===== src/rtl/flash_sample_streamer.sv =====
// rtl/flash_sample_streamer.sv - Avalon-MM flash read master that streams 16-bit samples
module flash_sample_streamer #(
    parameter int                ADDR_W     = 23,
    parameter logic [ADDR_W-1:0] START_ADDR = 23'h000000,
    parameter logic [ADDR_W-1:0] END_ADDR   = 23'h07FFFF
) (
    input  logic              clk,
    input  logic              reset,
    input  logic              start,
    input  logic              reverse,
    input  logic              loop_en,
    output logic              flash_mem_read,
    output logic [ADDR_W-1:0] flash_mem_address,
    input  logic              flash_mem_waitrequest,
    input  logic [31:0]       flash_mem_readdata,
    input  logic              flash_mem_readdatavalid,
    output logic [15:0]       sample_data,
    output logic              sample_valid,
    input  logic              sample_ready,
    output logic              busy,
    output logic              done
);

    typedef enum logic [2:0] {
        S_IDLE,
        S_REQ,
        S_WAIT_DATA,
        S_EMIT0,
        S_EMIT1,
        S_NEXT
    } state_t;

    localparam logic [ADDR_W-1:0] LP_ONE = 1;

    state_t            r_state;
    state_t            w_next_state;
    logic [ADDR_W-1:0] r_addr;
    logic [31:0]       r_word;
    logic              r_rev;
    logic              r_loop;
    logic              r_done;
    logic              w_at_end;
    logic [ADDR_W-1:0] w_range_first;

    // The "end" of the range depends on direction; looping restarts from the opposite end.
    assign w_at_end      = r_rev ? (r_addr == START_ADDR) : (r_addr == END_ADDR);
    assign w_range_first = r_rev ? END_ADDR : START_ADDR;

    always_ff @(posedge clk) begin
        if (reset) begin
            r_state <= S_IDLE;
            r_addr  <= START_ADDR;
            r_word  <= 32'h0;
            r_rev   <= 1'b0;
            r_loop  <= 1'b0;
            r_done  <= 1'b0;
        end else begin
            r_state <= w_next_state;
            r_done  <= 1'b0;
            case (r_state)
                S_IDLE: begin
                    if (start) begin
                        r_rev  <= reverse;
                        r_loop <= loop_en;
                        r_addr <= reverse ? END_ADDR : START_ADDR;
                    end
                end
                S_WAIT_DATA: begin
                    if (flash_mem_readdatavalid) begin
                        r_word <= flash_mem_readdata;
                    end
                end
                S_NEXT: begin
                    if (w_at_end) begin
                        if (r_loop) begin
                            r_addr <= w_range_first;
                        end else begin
                            r_done <= 1'b1;
                        end
                    end else if (r_rev) begin
                        r_addr <= r_addr - LP_ONE;
                    end else begin
                        r_addr <= r_addr + LP_ONE;
                    end
                end
                default: begin
                end
            endcase
        end
    end

    always_comb begin
        w_next_state = r_state;
        case (r_state)
            S_IDLE:      if (start) w_next_state = S_REQ;
            S_REQ:       if (!flash_mem_waitrequest) w_next_state = S_WAIT_DATA;
            S_WAIT_DATA: if (flash_mem_readdatavalid) w_next_state = S_EMIT0;
            S_EMIT0:     if (sample_ready) w_next_state = S_EMIT1;
            S_EMIT1:     if (sample_ready) w_next_state = S_NEXT;
            S_NEXT:      w_next_state = (w_at_end && !r_loop) ? S_IDLE : S_REQ;
            default:     w_next_state = S_IDLE;
        endcase
    end

    // Reverse playback emits the upper half first so samples come out time-reversed.
    always_comb begin
        flash_mem_read = 1'b0;
        sample_valid   = 1'b0;
        sample_data    = 16'h0;
        case (r_state)
            S_REQ: flash_mem_read = 1'b1;
            S_EMIT0: begin
                sample_valid = 1'b1;
                sample_data  = r_rev ? r_word[31:16] : r_word[15:0];
            end
            S_EMIT1: begin
                sample_valid = 1'b1;
                sample_data  = r_rev ? r_word[15:0] : r_word[31:16];
            end
            default: begin
            end
        endcase
    end

    assign flash_mem_address = r_addr;
    assign busy              = (r_state != S_IDLE);
    assign done              = r_done;

endmodule


===== config.mk =====
export PLATFORM = sky130hd
export DESIGN_NAME = flash_sample_streamer
export DESIGN_NICKNAME = d
export VERILOG_FILES = /design/src/rtl/flash_sample_streamer.sv
export SDC_FILE = /design/constraint.sdc
export NUM_CORES = 1
export LEC_CHECK = 0
export ABC_CLOCK_PERIOD_IN_PS = 10000
export CORE_MARGIN = 1
export CORE_UTILIZATION = 30
export DETAILED_ROUTE_END_ITERATION = 7
export PLACE_DENSITY = 0.59
export REMOVE_ABC_BUFFERS = 1
export SLEW_MARGIN = 0
export SYNTH_ARGS = -nofsm -noshare
export SYNTH_HDL_FRONTEND = slang
export SYNTH_SLANG_ARGS = --single-unit

===== constraint.sdc =====
create_clock -name clk -period 10 [get_ports clk]
set_input_delay 2 -clock clk [delete_from_list [all_inputs] [get_ports clk]]
set_output_delay 2 -clock clk [all_outputs]
set_load 0.02 [all_outputs]

==> results of run 1 <==
## power breakdown
part           internal, µW  switching (µW)
Sequential              259            20.8
Clock                   219             121
Combinational          79.8            98.7
Total                   558             241
## critical path, stage by stage (launching register included)
cell	delay (ns)
dfxtp_1	0.53
nand2b_1	0.12
nand2b_1	0.23
o21ai_1	0.90
a22o_1	0.29
clkdlybuf4s50_1	0.60
## sequential cells by signal, indices dropped and copies added, names as in the netlist
| register | flops |
|---|---|
| flash_mem_address | 23 |
| done | 1 |
| r_rev | 1 |
| r_loop | 1 |
| r_state | 3 |
| r_word | 32 |
## logic make-up (layout without fill, tap and decap cells)
logic type	after synthesis	count (layout)	synth area share, %
AOI/OAI and AO/OA	161	161	28.4
and+or+nand+nor	167	167	21.5
xor gates and xnor gates	13	13	3.16
muxes	4	4	1.15
adders and majority gates	22	22	7.85
buffers and inverters	33	112	4.03
DFF	61	61	33.9
## cells in the final DEF, fill, tap and decap left out, types with 8 or more instances in the layout
master and n:
nand2_1 86, inv_1 9, a21o_1 8, clkdlybuf4s50_1 82
nor3_1 8, clkbuf_16 9, dfxtp_1 61, ha_1 21
a21oi_1 73, o21ai_0 27, nor2_1 25, a22o_1 16
## cell type report
cell class | instances | area [µm²] | area share [%]
clock buffers | 9 | 225 | 4.64
clock inverters | 7 | 98.8 | 2.04
inverters | 10 | 37.5 | 0.773
multi-input cells | 367 | 2240 | 46.2
flip-flops and latches | 61 | 1220 | 25.2
well taps | 143 | 179 | 3.69
repair buffers | 86 | 851 | 17.5
## stage by stage
stage                     hold WS, ns  std cells
final                           0.456        683
after global routing            0.478        683
after global placement          0.444        667
after detailed placement        0.450        667
after CTS                       0.460        683
after floorplan                 0.430        438
## worst max-delay path by stage
stage,from,endpoint,slack (ns),depth (start not counted)
4_1_cts,r_state[2],sample_data[11],4.96,5
3_5_place_dp,r_state[2],sample_data[1],5.33,5
2_1_floorplan,r_rev,sample_data[0],5.99,3
3_3_place_gp,r_state[2],sample_data[11],5.43,5
6_report,r_state[2],sample_data[11],4.97,5
5_1_grt,r_state[2],sample_data[11],4.76,5
## layer usage
layer,up-vias,GRT usage [%],part of all wire (%)
met4,0,6.67,1.8
met1,1695,21.6,47
met2,51,29.3,48
met5,-,0,0
li1,1823,-,-
met3,14,3.16,2.9
==> impl_metrics.env, run 1 <==
export IMPL_cp_required_ns=8.00
export IMPL_synthTopCellsByCount="nand2_1 (86), a21oi_1 (73), dfxtp_1 (61)"
export IMPL_start_kind="register"
export IMPL_via_count=3583
export IMPL_whs_path_depth=2
export IMPL_ctsHtreeMaxLevel=3
export IMPL_final_util_pct=42.0
export IMPL_first_pass_iters=6
export IMPL_rows=39
export IMPL_grt_max_degree=45
export IMPL_path_class="register to primary output"
export IMPL_power_density_mw_per_mm2=165
export IMPL_hold_end="r_word[20]"
export IMPL_syn_area_mm2=0.00360
export IMPL_cts_sinks=61
export IMPL_syn_inst=461
export IMPL_rsz0062_at_grt="no"
export IMPL_synth_seq_cells=61
export IMPL_total_power_uw=799
export IMPL_hold_violations=0
export IMPL_placed_area_mm2=0.00453
export IMPL_r2r_setup_slack_ns=6.49
export IMPL_worst_r2r_path_depth=10
export IMPL_cap_violations=0
export IMPL_n_antenna_cell=0
export IMPL_regToRegStartpoint="r_rev"
export IMPL_syn_to_final_growth_pct=34.7
export IMPL_clkLatencyLatePin_ns=0.34
export IMPL_synth_ff_type="dfxtp_1"
export IMPL_violations="DRC"
export IMPL_n_fill_cell=1161
export IMPL_drt_wl_total_um=10400
export IMPL_yosysWarningCount=0
export IMPL_die_area_mm2=0.0125
export IMPL_fin_ws_ns=4.97
export IMPL_min_period_ns=5.03
export IMPL_track_usage_pct=17.2
export IMPL_synth_edf_count=0
export IMPL_antenna_found_initial=0
export IMPL_period_share_pct=50.3
export IMPL_crit_fanout=16
export IMPL_synth_largest_area_cell="dfxtp_1"
export IMPL_cts_root_buf="clkbuf_16"
export IMPL_ys_async_sr_fraction_pct=0
export IMPL_ios=83
export IMPL_gp_congestion=0.872
export IMPL_cts_hold_buf=0
export IMPL_grt_pass1_wl_um=17200
export IMPL_tightest_slew_ns=1.14
export IMPL_cts_resized=0
export IMPL_path_clk_slew_ns=0.06
export IMPL_wl_per_cell_um=15.3
export IMPL_synth_area_leaders="dfxtp_1 (34%), a21oi_1 (10%), nand2_1 (9.0%)"
export IMPL_drive_gt1_share_pct=5.93
export IMPL_hold_path_startpoint="r_word[20]"
export IMPL_syn_area_per_cell_um2=7.81
export IMPL_num_nets_final=597
export IMPL_yosysSeqAreaShare_pct=33.9
export IMPL_die_y_um=112
export IMPL_route_detailed_drc=10
export IMPL_leakage_uw=0.00186
export IMPL_max_freq_ghz=0.199
export IMPL_cts_buffers=9
export IMPL_synth_top_area_share_pct=33.9
export IMPL_cts_tree="built"
export IMPL_gr_total_overflow=0
export IMPL_io_buffers=82
export IMPL_cp_end_kind="primary output"
export IMPL_hold_path_class="register to register"
export IMPL_cp_arrival_ns=3.03
export IMPL_irDropWorstVdd_mv=0.0651
export IMPL_ant_nets=0
export IMPL_cts_setup_buffers=0
export IMPL_clockBufferDepth=2
export IMPL_relSlewSlack_pct=23.6
export IMPL_fin_setup_tns_ns=0
export IMPL_pre_cts_ws_ns=5.33
export IMPL_first_iter_violations=234
export IMPL_status="complete, but fails checks"
export IMPL_finalMaxSlewViolations=0
export IMPL_grt_pass1_vias=3468
export IMPL_skew_ns=0.00496
export IMPL_synthMostInstantiatedCell="nand2_1"
export IMPL_reg2reg_to="flash_mem_address[22]"
export IMPL_synth_cell_types=56
export IMPL_finalSetupViolations=0
export IMPL_initial_core_util_pct=31.1
export IMPL_core_mm2=0.0116
export IMPL_die_w_um=112
export IMPL_dp_hpwl_um=7460
export IMPL_stdcell_area_mm2=0.00485
export IMPL_vias_per_cell=5.25
Power figures use the tool's default switching activity.
==> run 2: changes to the inputs <==
--- a/config.mk
+++ b/config.mk
@@ -5,7 +5,7 @@
 export SDC_FILE = /design/constraint.sdc
 export NUM_CORES = 1
 export LEC_CHECK = 0
-export ABC_CLOCK_PERIOD_IN_PS = 10000
+export ABC_CLOCK_PERIOD_IN_PS = 5100
 export CORE_MARGIN = 1
 export CORE_UTILIZATION = 30
 export DETAILED_ROUTE_END_ITERATION = 7
==> constraint.sdc (replaced) <==
create_clock -name clk -period 5.1 [get_ports clk]
set_input_delay 1.02 -clock clk [delete_from_list [all_inputs] [get_ports clk]]
set_output_delay 1.02 -clock clk [all_outputs]
set_load 0.02 [all_outputs]
==> impl_metrics.env, run 2 (synthesis gave the netlist of run 1 again) <==
export IMPL_wl_per_cell_um=15.7
export IMPL_p_int_uw=1140
export IMPL_final_cell_mix="nand2_1 (86), clkdlybuf4s50_1 (82), a21oi_1 (73), dfxtp_1 (61), o21ai_0 (27)"
export IMPL_power_density_mw_per_mm2=330
export IMPL_min_period_ns=4.08
export IMPL_via_count=3670
export IMPL_cp_end_kind="primary output"
export IMPL_critical_path_top_delay_family="compound AO/OA/AOI/OAI gates"
export IMPL_die_area_mm2=0.0125
export IMPL_start_kind="register"
export IMPL_max_freq_ghz=0.245
export IMPL_n_antenna_cell=0
export IMPL_rows=39
export IMPL_cts_setup_buffers=0
export IMPL_use_met3_pct=2.67
export IMPL_track_usage_pct=17.4
export IMPL_finalSetupViolations=0
export IMPL_swShare_pct=29.0
export IMPL_cap_violations=0
export IMPL_initial_core_util_pct=31.1
export IMPL_gp_congestion=0.800
export IMPL_crit_fanout=16
export IMPL_cts_tree="built"
export IMPL_skew_ns=0.00710
export IMPL_leakage_uw=0.00186
export IMPL_stdcell_area_mm2=0.00487
export IMPL_max_stage_delay_ns=0.93
export IMPL_vias_per_cell=5.37
export IMPL_num_nets_final=597
export IMPL_die_y_um=112
export IMPL_ctsHtreeMaxLevel=3
export IMPL_tightest_slew_ns=1.17
export IMPL_grt_max_degree=45
export IMPL_drt_wl_total_um=10700
export IMPL_period_share_pct=80.0
export IMPL_multiInputGateArea_mm2=0.00224
export IMPL_drive_gt1_share_pct=5.74
export IMPL_first_iter_violations=198
export IMPL_ios=83
export IMPL_first_pass_iters=8
export IMPL_grt_pass1_vias=3468
export IMPL_ant_nets=0
export IMPL_path_common_cell="nand2b_1"
export IMPL_critPathBufInv=1
export IMPL_cts_buffers=9
export IMPL_grt_pass1_wl_um=17300
export IMPL_dp_hpwl_um=7530
export IMPL_p_seq_share_pct=34.5
export IMPL_io_buffers=82
export IMPL_cp_required_ns=4.08
export IMPL_cp_arrival_ns=3.06
export IMPL_regMostFlops="r_word"
export IMPL_global_route_usage_met2_pct=28.9
export IMPL_clockBufferDepth=2
export IMPL_placed_area_mm2=0.00453
export IMPL_clock_power_share_pct=43.7
export IMPL_gr_total_overflow=0
export IMPL_cts_sinks=61
export IMPL_cpMaxStageDelayCell="o21ai_1"
export IMPL_die_w_um=112
export IMPL_layout_commonest_cell="nand2_1"
export IMPL_antenna_found_initial=0
export IMPL_core_mm2=0.0116
export IMPL_seqCellArea_mm2=0.00122
export IMPL_status="complete, but fails checks"
export IMPL_path_clk_slew_ns=0.05
export IMPL_route_detailed_drc=5
export IMPL_path_class="register to primary output"
export IMPL_finalMaxSlewViolations=0
export IMPL_cts_resized=0
export IMPL_hold_path_class="register to register"
export IMPL_clkLatencyLatePin_ns=0.33
export IMPL_grt_util_met1_pct=21.6
export IMPL_n_fill_cell=1164
export IMPL_p_switching_uw=466
export IMPL_combPwrFrac_pct=21.8
export IMPL_violations="DRC"
export IMPL_relSlewSlack_pct=21.5
export IMPL_irDropWorstVdd_mv=0.113
export IMPL_cts_hold_buf=0
export IMPL_fin_setup_tns_ns=0
export IMPL_path_cells="nand2b_1 -> nand2b_1 -> o21ai_1 -> a22o_1 -> clkdlybuf4s50_1"
export IMPL_largest_register_ffs=32
export IMPL_syn_to_final_growth_pct=35.2
export IMPL_cts_root_buf="clkbuf_16"
export IMPL_hold_violations=0
export IMPL_busiest_layer="met2"
export IMPL_rsz0062_at_grt="no"
export IMPL_final_util_pct=42.1
[run 2: cell count changes in the layout (fill, tap and decap cells not counted)]
cell | previous run | this run
clkinv_4 | 2 | 1
bufinv_16 | 2 | 3
clkbuf_1 | 0 | 1
inv_6 | 1 | 0
[run 2: per-stage QoR]
stage / power (µW) / hold WS (ns) / std cells / setup slack [ns]
2_1_floorplan: 765 / 0.430 / 438 / 1.79
3_3_place_gp: 906 / 0.442 / 667 / 1.47
5_1_grt: 1680 / 0.476 / 683 / 0.786
6_report: 1610 / 0.451 / 683 / 1.02
3_5_place_dp: 910 / 0.449 / 667 / 1.37
4_1_cts: 1620 / 0.454 / 683 / 1.01
[run 2: cell type report]
| cell class | instances | area share (%) |
|---|---|---|
| Timing Repair Buffer | 86 | 17.5 |
| Multi-Input combinational cell | 367 | 46.0 |
| Tap cell | 143 | 3.67 |
| Sequential cell | 61 | 25.1 |
| Inverter | 10 | 0.771 |
| Clock inverter | 6 | 2.29 |
| Clock buffer | 10 | 4.70 |
[run 2: path summary, 6_finish.rpt]
| check | startpoint | to | slack, ns | cells after the start |
|---|---|---|---|---|
| setup / recovery | r_state[2] | sample_data[11] | 1.02 | 5 |
| setup reg to reg | r_rev | flash_mem_address[22] | 1.38 | 9 |
| hold reg to reg | r_word[11] | r_word[11] | 0.45 | 2 |
| hold / removal | r_word[11] | r_word[11] | 0.45 | 2 |
[run 2: power groups by stage]
stage | registers [µW] | logic [µW] | clock network, µW
after floorplan | 575 | 190 | 0
after global placement | 564 | 342 | 0
after detailed placement | 564 | 346 | 0
after CTS | 554 | 350 | 713
after global routing | 561 | 386 | 737
final | 554 | 351 | 703
[run 2: routing by layer]
metal,part of all wire (%),wire length (µm)
met5,0,0
met4,3.2,340
met3,4.1,434
met2,47,4990
met1,46,4940
[run 2: worst min-delay path: cells and delay by family, from the launching register on]
kind            cells  cell delay [ns]
simple gates        1             0.05
compound gates      1             0.05
flops               1             0.30
